--- src/rtl/lsu.sv ---
// RV32I load/store unit: one outstanding req/ack access per instruction on a word-addressed data port.
// Optional misaligned-access trap enabled by defining LSU_MISALIGN_TRAP_EN.
module lsu #(
    parameter logic [31:0] RESET_LOAD_DATA = 32'h0000_0000
) (
    input  logic        clk,
    input  logic        rst,
    input  logic        start,
    input  logic        load,
    input  logic        store,
    input  logic [2:0]  funct3,
    input  logic [31:0] addr,
    input  logic [31:0] store_data,
    output logic        busy,
    output logic        done,
    output logic [31:0] load_data,
    output logic        misaligned,
    output logic        mem_req,
    output logic        mem_we,
    output logic [31:0] mem_addr,
    output logic [3:0]  mem_be,
    output logic [31:0] mem_wdata,
    input  logic [31:0] mem_rdata,
    input  logic        mem_ack,
    output logic [1:0]  state_dbg
);

    typedef enum logic [1:0] {
        S_IDLE = 2'd0,
        S_REQ  = 2'd1,
        S_DONE = 2'd2
    } state_t;

    state_t      state;
    state_t      state_next;
    logic [31:0] addr_q;
    logic [31:0] sd_q;
    logic [2:0]  f3_q;
    logic        st_q;
    logic        one_op;
    logic        trap;
    logic        accept;
    logic [3:0]  be_lanes;
    logic [31:0] wdata_lanes;
    logic [7:0]  rd_byte;
    logic [15:0] rd_half;
    logic [31:0] rd_ext;

    assign one_op = load ^ store;
    assign accept = (state == S_IDLE) && start;

`ifdef LSU_MISALIGN_TRAP_EN
    logic mis_q;
    assign trap = one_op && (((funct3[1:0] == 2'b01) && addr[0]) ||
                             (funct3[1] && (addr[1:0] != 2'b00)));

    always_ff @(posedge clk) begin
        if (rst) begin
            mis_q <= 1'b0;
        end else if (accept) begin
            mis_q <= trap;
        end
    end
`else
    assign trap = 1'b0;
`endif

    // State register
    always_ff @(posedge clk) begin
        if (rst) begin
            state <= S_IDLE;
        end else begin
            state <= state_next;
        end
    end

    // Next state: no-ops and trapped accesses skip straight to DONE
    always_comb begin
        state_next = state;
        case (state)
            S_IDLE: begin
                if (start) begin
                    state_next = (one_op && !trap) ? S_REQ : S_DONE;
                end
            end
            S_REQ: begin
                if (mem_ack) begin
                    state_next = S_DONE;
                end
            end
            S_DONE:  state_next = S_IDLE;
            default: state_next = S_IDLE;
        endcase
    end

    // Request operands are captured once so the memory port stays stable during REQ
    always_ff @(posedge clk) begin
        if (rst) begin
            addr_q    <= 32'h0;
            sd_q      <= 32'h0;
            f3_q      <= 3'b000;
            st_q      <= 1'b0;
            load_data <= RESET_LOAD_DATA;
        end else begin
            if (accept) begin
                addr_q <= addr;
                sd_q   <= store_data;
                f3_q   <= funct3;
                st_q   <= store;
            end
            if ((state == S_REQ) && mem_ack && !st_q) begin
                load_data <= rd_ext;
            end
        end
    end

    // Store lane placement; funct3[1:0]=11 falls through to word
    always_comb begin
        be_lanes    = 4'b1111;
        wdata_lanes = sd_q;
        case (f3_q[1:0])
            2'b00: begin
                be_lanes    = 4'b0001 << addr_q[1:0];
                wdata_lanes = {4{sd_q[7:0]}};
            end
            2'b01: begin
                be_lanes    = addr_q[1] ? 4'b1100 : 4'b0011;
                wdata_lanes = {2{sd_q[15:0]}};
            end
            default: begin
                be_lanes    = 4'b1111;
                wdata_lanes = sd_q;
            end
        endcase
    end

    // Load lane extraction and extension
    always_comb begin
        rd_byte = mem_rdata[{addr_q[1:0], 3'b000} +: 8];
        rd_half = addr_q[1] ? mem_rdata[31:16] : mem_rdata[15:0];
        case (f3_q)
            3'b000:  rd_ext = {{24{rd_byte[7]}}, rd_byte};
            3'b001:  rd_ext = {{16{rd_half[15]}}, rd_half};
            3'b100:  rd_ext = {24'h0, rd_byte};
            3'b101:  rd_ext = {16'h0, rd_half};
            default: rd_ext = mem_rdata;
        endcase
    end

    // Memory handshake: mem_req is held with we/addr/be/wdata stable until the
    // cycle mem_ack is high; that cycle completes the access. No back-to-back reqs.
    always_comb begin
        busy       = (state != S_IDLE);
        done       = (state == S_DONE);
        mem_req    = (state == S_REQ);
        mem_we     = (state == S_REQ) && st_q;
        mem_be     = ((state == S_REQ) && st_q) ? be_lanes : 4'b0000;
        mem_addr   = {addr_q[31:2], 2'b00};
        mem_wdata  = wdata_lanes;
        state_dbg  = state;
`ifdef LSU_MISALIGN_TRAP_EN
        misaligned = (state == S_DONE) && mis_q;
`else
        misaligned = 1'b0;
`endif
    end

endmodule

--- config.mk ---
export PLATFORM = sky130hd
export DESIGN_NAME = lsu
export DESIGN_NICKNAME = d
export VERILOG_FILES = /design/src/rtl/lsu.sv
export SDC_FILE = /design/constraint.sdc
export NUM_CORES = 1
export LEC_CHECK = 0
export ABC_AREA = 1
export CAP_MARGIN = 40
export CORE_MARGIN = 5
export CORE_UTILIZATION = 43
export DETAILED_ROUTE_END_ITERATION = 12
export PLACE_DENSITY = 0.77
export SYNTH_ARGS = -nofsm -noshare
export SYNTH_HDL_FRONTEND = slang
export SYNTH_SLANG_ARGS = --single-unit
--- constraint.sdc ---
create_clock -name clk -period 1.8 [get_ports clk]
set_input_delay 0.18 -clock clk [delete_from_list [all_inputs] [get_ports clk]]
set_output_delay 0.18 -clock clk [all_outputs]
set_load 0.02 [all_outputs]
==> summary.txt, run 1 <==
GPL Wtd Cong: 0.8902
Number of port buffers: 208
Arrival time worst endpoint: 1.54 ns
Crit path top cell by count: buf_4
Clk_lat worst skew: 0.35 ns
Vias in the first global route: 5031
Count of final hold-check violations: 0
Final #Nets: 1046
Maximum vdd ir drop: 0.0006648 V
CTS root buffer: clkbuf_16
Via density: 4.864
Chip Width: 119.5 um
GRT Total Usage: 22.20%
CTS buffer count: 9
Sink Count: 102
Final setup fails: 0
Setup TNS: 0 ns
CTS Buffer Depth: 2
Largest net degree at the start of global routing: 47
Clk_skew: 0.006593 ns
WL final: 16170 um
Core box area: 11860 um^2
Pre-Repair DR Iteration Count: 5
Commonest cells after routing, fill and taps aside: clkdlybuf4s50_1 (177), nor2_1 (176), nand2_1 (144), dfxtp_1 (101), o21ai_0 (94)
CP endpoint kind: output pin
CTS clk-pin slew, worst paths: 0.07 ns
Final Util: 62.97%
CTS tree: done
WL/cell: 14.80 um
Cell Pwr Density: 894.0 nW/um^2
Post-synthesis cell type count: 25
Slowest stage cell on the critical path: dlygate4sd2_1
DP HPWL: 11850 um
Hold Startpoint: addr[8]
Share of layout cells above drive strength 1: 10.57%
CP max FO: 9
Crit path kind: reg -> out
Starting Density: 43.44%
Slowest stage delay, CP: 0.36 ns
Synth Cell Area: 5152 um^2
Via Count: 5316
RSZ-0062 raised after global routing: false
Area Growth Syn to Fin: 44.97%
DIE HEIGHT: 119.5 um
Hold Path Cell Cnt: 3
Fmax: 582.5 MHz
Worst reg2reg path depth: 11
H-tree lvl count: 3
First-pass GRT wire length: 25400 um
Pleak: 3.351 nW
Reg-to-Reg End: load_data[20]
Yosys reg bits: 102
# diodes: 0
Avg Inst Size Synth: 6.666 um^2
Cells along the critical path: inv_2, buf_4, buf_4, a21oi_1, dlygate4sd2_1
Max-slew violations: 0
DIE AREA: 14270 um^2
DRC viols: 0
YS warnings: 0
Worst Hold Class: in -> reg
CP Launch Type: flop
Status: finished, final reports clean
Hold worst-path end: addr_q[8]
Drt initial violations: 301
Reg2reg start: f3_q[1]
Top delay family on crit path: buffers and inverters
IO Count: 212
Commonest non-fill, non-tap cell in the layout: clkdlybuf4s50_1
Final min period: 1.717 ns
Synth Instances: 773
Initial antenna violation count: 0
Seq/Total Area, Yosys: 39.63%
Buf/Inv on CP: 4
Max-cap violations: 0
Routed Antenna Nets: 0
Gr ovfl total: 0
Standard-cell rows: 40
CP required: 1.62 ns
CTS Hold Bufs: 0
Final period utilization: 95.37%
Reg-to-reg slack, setup: 0.14 ns
kinds of logic after synthesis:
logic type	synth area share, %
compound gates	15.40
flops	39.63
other cells	0.07278
simple gates	29.99
buf+inv	14.74
xor+xnor	0.1700
power by group:
group          internal [mW]  leakage, nW  total [mW]  switching (mW)
logic                  0.861         2.36        1.94            1.08
clock network           1.27        0.153        2.16           0.896
registers               2.45        0.840        2.58           0.123
total                   4.58         3.35        6.68            2.10
layer usage:
layer  GRT usage [%]  routed length [um]  vias to the layer above
met3           8.405                1708                       22
met4           7.516                 314                        0
met2           36.94                7588                      213
li1                -                   -                     2723
met1           26.29                6563                     2358
met5               0                   0                        -
final cells by class:
class	count	area, um^2
Fill cell	1056	4392
Multi-Input combinational cell	533	2369
Timing Repair Buffer	243	2338
Sequential cell	102	2043
Clock buffer	10	239.0
Inverter	51	195.2
Tap cell	147	183.9
Clock inverter	6	93.84
Timing Repair inverter	1	7.507
stage by stage:
step | std cells | hold WS, ns | power [mW] | setup WS (ns) | instance area [um^2]
floorplan | 775 | 0.3467 | 3.765 | 0.2156 | 5160
global placement | 1071 | 0.4603 | 4.572 | 0.03847 | 7162
detailed placement | 1071 | 0.4714 | 4.592 | -0.005249 | 7162
CTS | 1093 | 0.4362 | 6.738 | -0.002995 | 7498
global route | 1093 | 0.4439 | 7.015 | 0.009291 | 7470
finish | 1093 | 0.4486 | 6.678 | 0.08326 | 7470
how the worst max path moves through the flow:
| stage | from | to | slack, ns | cells after the start |
|---|---|---|---|---|
| CTS | f3_q[0] | mem_wdata[14] | -0.003 | 7 |
| global route | state_dbg[0] | mem_be[1] | 0.009 | 5 |
| global placement | f3_q[0] | mem_wdata[31] | 0.04 | 6 |
| floorplan | f3_q[1] | mem_wdata[10] | 0.22 | 6 |
| finish | f3_q[1] | mem_be[2] | 0.08 | 5 |
| detailed placement | f3_q[0] | mem_wdata[28] | -0.005 | 6 |
timing repair:
action	in CTS	in global routing
setup buffers	5	0
gates cloned	1	0
resized for setup	64	17
endpoints found under the setup margin	29	16
worst register-to-register path, delay by kind of cell (launching register included):
kind | cells | cell delay, ns
buffers and inverters | 6 | 0.71
AND/OR/NAND/NOR | 5 | 0.52
flip-flops | 1 | 0.33
registers in the layout (all words and copies together) (netlist names):
| signal | count |
|---|---|
| sd_q | 32 |
| f3_q | 3 |
| load_data | 32 |
| addr_q | 32 |
| st_q | 1 |
| state_dbg | 2 |
Yosys cell counts:
library cell / number / area, um^2
nor2_4: 1 / 11.26
dfxtp_1: 102 / 2042
buf_1: 1 / 3.750
a21oi_1: 54 / 270.3
nand2_1: 146 / 548.0
and2_0: 1 / 6.260
nand3_2: 10 / 100.1
o211ai_1: 6 / 45.04
or2_2: 7 / 43.79
nand2_2: 6 / 37.54
buf_12: 1 / 20.02
o21a_1: 1 / 7.510
or2_1: 2 / 12.51
buf_6: 2 / 22.52
buf_2: 15 / 75.07
buf_4: 49 / 367.9
xnor2_1: 1 / 8.760
nor2_1: 176 / 660.6
o21ai_0: 94 / 470.5
conb_1: 1 / 3.750
clkbuf_1: 21 / 78.83
inv_2: 4 / 15.01
nor3_1: 1 / 5.000
nand3_1: 24 / 120.1
inv_1: 47 / 176.4
(Power assumes the default switching activity.)
==> run 2: changes to the inputs <==
- CELL_PAD_IN_SITES_DETAIL_PLACEMENT: default -> 1
- CELL_PAD_IN_SITES_GLOBAL_PLACEMENT: default -> 2
- CORE_UTILIZATION: 43 -> 22
==> summary.txt, run 2 (synthesis gave the netlist of run 1 again) <==
Status: finished, final reports clean
Reg-to-Reg End: load_data[0]
Share of layout cells above drive strength 1: 10.78%
Slowest stage cell on the critical path: clkdlybuf4s50_1
Largest net degree at the start of global routing: 60
Setup TNS: 0 ns
RSZ-0062 raised after global routing: false
CP Capture Point: mem_wdata[3]
Number of port buffers: 208
Arrival time worst endpoint: 1.52 ns
CTS root buffer: clkbuf_16
Slowest stage delay, CP: 0.67 ns
Routed Antenna Nets: 0
Buf/Inv on CP: 1
First-pass GRT wire length: 31010 um
Chip Width: 163.0 um
CP max FO: 4
Count of final hold-check violations: 0
Via density: 4.226
Worst reg2reg path depth: 9
Drt initial violations: 192
Max-slew violations: 0
Final setup fails: 0
GRT Total Usage: 14.91%
CTS tree: done
GPL Wtd Cong: 0.7427
Core box area: 23260 um^2
Vias in the first global route: 5544
# diodes: 0
Clk pwr share: 32.2%
Crit path kind: reg -> out
Standard-cell rows: 56
CTS Hold Bufs: 0
Maximum vdd ir drop: 0.0004167 V
Largest registers: addr_q: 32 flops, load_data: 32 flops, sd_q: 32 flops
Area Growth Syn to Fin: 48.18%
DP Worst Slack: 0.08819 ns
Reg2reg start: f3_q[1]
Pleak: 3.331 nW
Reg-to-reg slack, setup: 0.23 ns
Final #Nets: 1046
Pint: 4.409 mW
DIE HEIGHT: 163.0 um
Post-cts resize count: 56
DP HPWL: 15370 um
Pre-Repair DR Iteration Count: 4
Critical Path Start: sd_q[3]
Clk_lat worst skew: 0.36 ns
DRC viols: 0
H-tree lvl count: 3
CTS Buffer Depth: 2
Commonest cells after routing, fill and taps aside: nor2_1 (176), clkdlybuf4s50_1 (176), nand2_1 (145), dfxtp_1 (101), o21ai_0 (94)
Placed Area: 7422 um^2
Starting Density: 22.15%
IO Count: 212
Combinational Power Share: 29.2%
Fin cells: 1265
CP endpoint kind: output pin
WP depth: 1
Cell Pwr Density: 872.1 nW/um^2
Setup bufs post-CTS: 0
Fmax: 589.5 MHz
Gr ovfl total: 0
Top delay family on crit path: buffers and inverters
WL final: 20100 um
CP Launch Type: flop
DIE AREA: 26580 um^2
Final period utilization: 94.24%
Final WS setup: 0.1037 ns
WL/cell: 15.89 um
Max-cap violations: 0
Initial antenna violation count: 1
Via Count: 5346
Post-route design area: 7635 um^2
Clk_skew: 0.01438 ns
Switching Share: 33.79%
Sequential Power Share: 38.7%
CTS clk-pin slew, worst paths: 0.08 ns
Sink Count: 102
Final min period: 1.696 ns
CTS buffer count: 9
CP required: 1.62 ns
Cells after DPL: 1249
Worst Hold Class: in -> reg
Sw Pwr: 2.250 mW
Cells along the critical path: clkdlybuf4s50_1
-- run 2: changes by cell type in the layout (fill, tap and decap cells not counted), moves of 2 or more --
cell and change:
clkinv_4 +3, dlymetal6s2s_1 -2, clkinvlp_4 -5, clkbuf_2 +6
buf_2 -2
-- run 2: stage by stage --
stage / util, % / hold slack, ns / total power [mW]
2_1_floorplan: - / 0.3467 / 3.765
3_3_place_gp: 31.91 / 0.4606 / 4.664
3_5_place_dp: 31.91 / 0.4715 / 4.686
4_1_cts: 33.22 / 0.4154 / 6.830
5_1_grt: 32.82 / 0.4347 / 7.040
6_report: 32.82 / 0.4319 / 6.658
-- run 2: layout make-up --
class                      instances  area (um^2)
clock buffer                       9        225.2
clock inverter                     7        92.59
fill                            2952        15630
inverter                          51        191.4
multi-input combinational        533         2361
sequential                       102         2043
tap                              319        399.1
timing repair buffer             244         2322
-- run 2: power by group through the flow --
stage	logic [mW]	clock network (mW)	registers (mW)
after floorplan	1.13	0	2.64
after global placement	2.04	0	2.63
after detailed placement	2.05	0	2.63
after CTS	2.01	2.23	2.58
after global routing	2.14	2.29	2.60
final	1.94	2.14	2.58
-- run 2: how the worst min path moves through the flow --
stage / start / endpoint / slack [ns] / depth (start not counted)
CTS: addr[21] / addr_q[21] / 0.42 / 3
global placement: addr_q[4] / addr_q[4] / 0.46 / 2
detailed placement: sd_q[20] / sd_q[20] / 0.47 / 2
floorplan: addr[10] / addr_q[10] / 0.35 / 2
finish: store_data[23] / sd_q[23] / 0.43 / 3
global route: store_data[23] / sd_q[23] / 0.43 / 3
-- run 2: per-layer routing --
| layer | part of all wire (%) | track usage (%) | vias up | wire [um] |
|---|---|---|---|---|
| met5 | 0.065 | 0 | - | 13 |
| met4 | 1.0 | 3.507 | 2 | 210 |
| met3 | 8.4 | 5.753 | 13 | 1685 |
| met2 | 47 | 25.38 | 138 | 9520 |
| met1 | 43 | 17.80 | 2467 | 8665 |
| li1 | - | - | 2726 | - |
==> run 3: changes to the inputs <==
- PLACE_DENSITY: 0.77 -> 0.83
==> summary.txt, run 3 (synthesis gave the netlist of run 1 again) <==
Worst Hold Class: in -> reg
Number of port buffers: 208
Share of layout cells above drive strength 1: 10.92%
Starting Density: 22.15%
Core box area: 23260 um^2
Crit path kind: reg -> out
Arrival time worst endpoint: 1.52 ns
DIE AREA: 26580 um^2
IO Count: 212
Clk pwr share: 30.4%
CTS root buffer: clkbuf_16
Post-route design area: 7610 um^2
GPL Wtd Cong: 0.7450
DP HPWL: 14980 um
Total power draw: 6.531 mW
Final period utilization: 94.41%
GRT Total Usage: 14.94%
Final WS setup: 0.1006 ns
Cells after DPL: 1244
Fmax: 588.5 MHz
CTS tree: done
Commonest cells after routing, fill and taps aside: nor2_1 (176), clkdlybuf4s50_1 (176), nand2_1 (144), dfxtp_1 (101), o21ai_0 (94)
Pint: 4.281 mW
Pleak: 3.313 nW
Final #Nets: 1043
Final setup fails: 0
Final min period: 1.699 ns
Sw Pwr: 2.250 mW
Status: finished, final reports clean
Combinational Power Share: 30.2%
Initial antenna violation count: 1
Critical Path Start: f3_q[1]
Max-cap violations: 0
First-pass GRT wire length: 31140 um
DRC viols: 0
Maximum vdd ir drop: 0.0003927 V
Clk_skew: 0.01087 ns
Standard-cell rows: 56
CTS clk-pin slew, worst paths: 0.08 ns
CTS Buffer Depth: 2
# diodes: 0
Fin cells: 1262
Reg2reg start: f3_q[1]
Largest registers: addr_q: 32 flops, load_data: 32 flops, sd_q: 32 flops
Largest net degree at the start of global routing: 85
Area Growth Syn to Fin: 47.69%
Placed Area: 7385 um^2
DIE HEIGHT: 163.0 um
CTS Hold Bufs: 0
Pre-Repair DR Iteration Count: 5
Register Area: 2043 um^2
Setup TNS: 0 ns
Hold WS: 0.4425 ns
CTS buffer count: 9
WL final: 20030 um
CP Launch Type: flop
H-tree lvl count: 3
Cell Pwr Density: 858.2 nW/um^2
CP required: 1.62 ns
Final Util: 32.71%
Gr ovfl total: 0
DP Worst Slack: -0.1400 ns
WL/cell: 15.87 um
Via Count: 5321
Max-slew violations: 0
RSZ-0062 raised after global routing: false
Vias in the first global route: 5480
Sequential Power Share: 39.4%
Fill count: 2913
Hold Startpoint: addr[25]
Drt initial violations: 236
Clk_lat worst skew: 0.36 ns
Sink Count: 102
Count of final hold-check violations: 0
Multi-input logic area: 2364 um^2
Via density: 4.216
Routed Antenna Nets: 0
CP max FO: 10
Switching Share: 34.45%
CP endpoint kind: output pin
Chip Width: 163.0 um
[run 3: cell count changes in the layout (fill, tap and decap cells not counted), moves of 2 or more]
cell             change
clkdlybuf4s15_1      +4
buf_4                -4
dlygate4sd2_1        -8
clkinv_4             -2
dlymetal6s2s_1       +2
clkinvlp_4           +2
buf_2                +2
[run 3: layout make-up]
type / count / area share, %
Multi-Input combinational cell: 533 / 31.06
Timing Repair Buffer: 241 / 30.45
Sequential cell: 102 / 26.85
Clock inverter: 7 / 0.8714
Inverter: 51 / 2.565
Clock buffer: 9 / 2.960
Tap cell: 319 / 5.245
[run 3: power groups by stage]
stage               Clock, mW  Combinational [mW]  Sequential (mW)
global placement            0                2.02             2.62
global route             2.17                2.17             2.61
floorplan                   0                1.13             2.64
detailed placement          0                2.05             2.63
CTS                      2.07                2.03             2.58
finish                   1.99                1.97             2.57
[run 3: final timing paths]
kind,to,slack [ns],cells after the start
worst max-delay path,mem_wdata[19],0.10,6
worst min-delay path,addr_q[25],0.44,3
worst max register to register,load_data[3],0.28,9
worst min register to register,addr_q[12],0.48,2
[run 3: routing by layer]
layer,track usage [%],share of wire [%],vias to the layer above
li1,-,-,2712
met1,18.73,44,2435
met2,23.64,45,149
met3,6.258,8.9,23
met4,4.194,2.1,2
met5,0,0.065,-
[run 3: worst max-delay path, stage by stage, from the launching register on]
cell and delay, ns:
dfxtp_2 0.33, inv_2 0.07, buf_4 0.11, buf_4 0.18
nand2_1 0.06, nand2_1 0.06, dlygate4sd2_1 0.37
[run 3: what timing repair did]
action                                  in CTS  in global routing
cloned                                       0                  0
setup buffers                                2                  0
gates resized for setup                     62                 34
endpoints found under the setup margin      30                 26
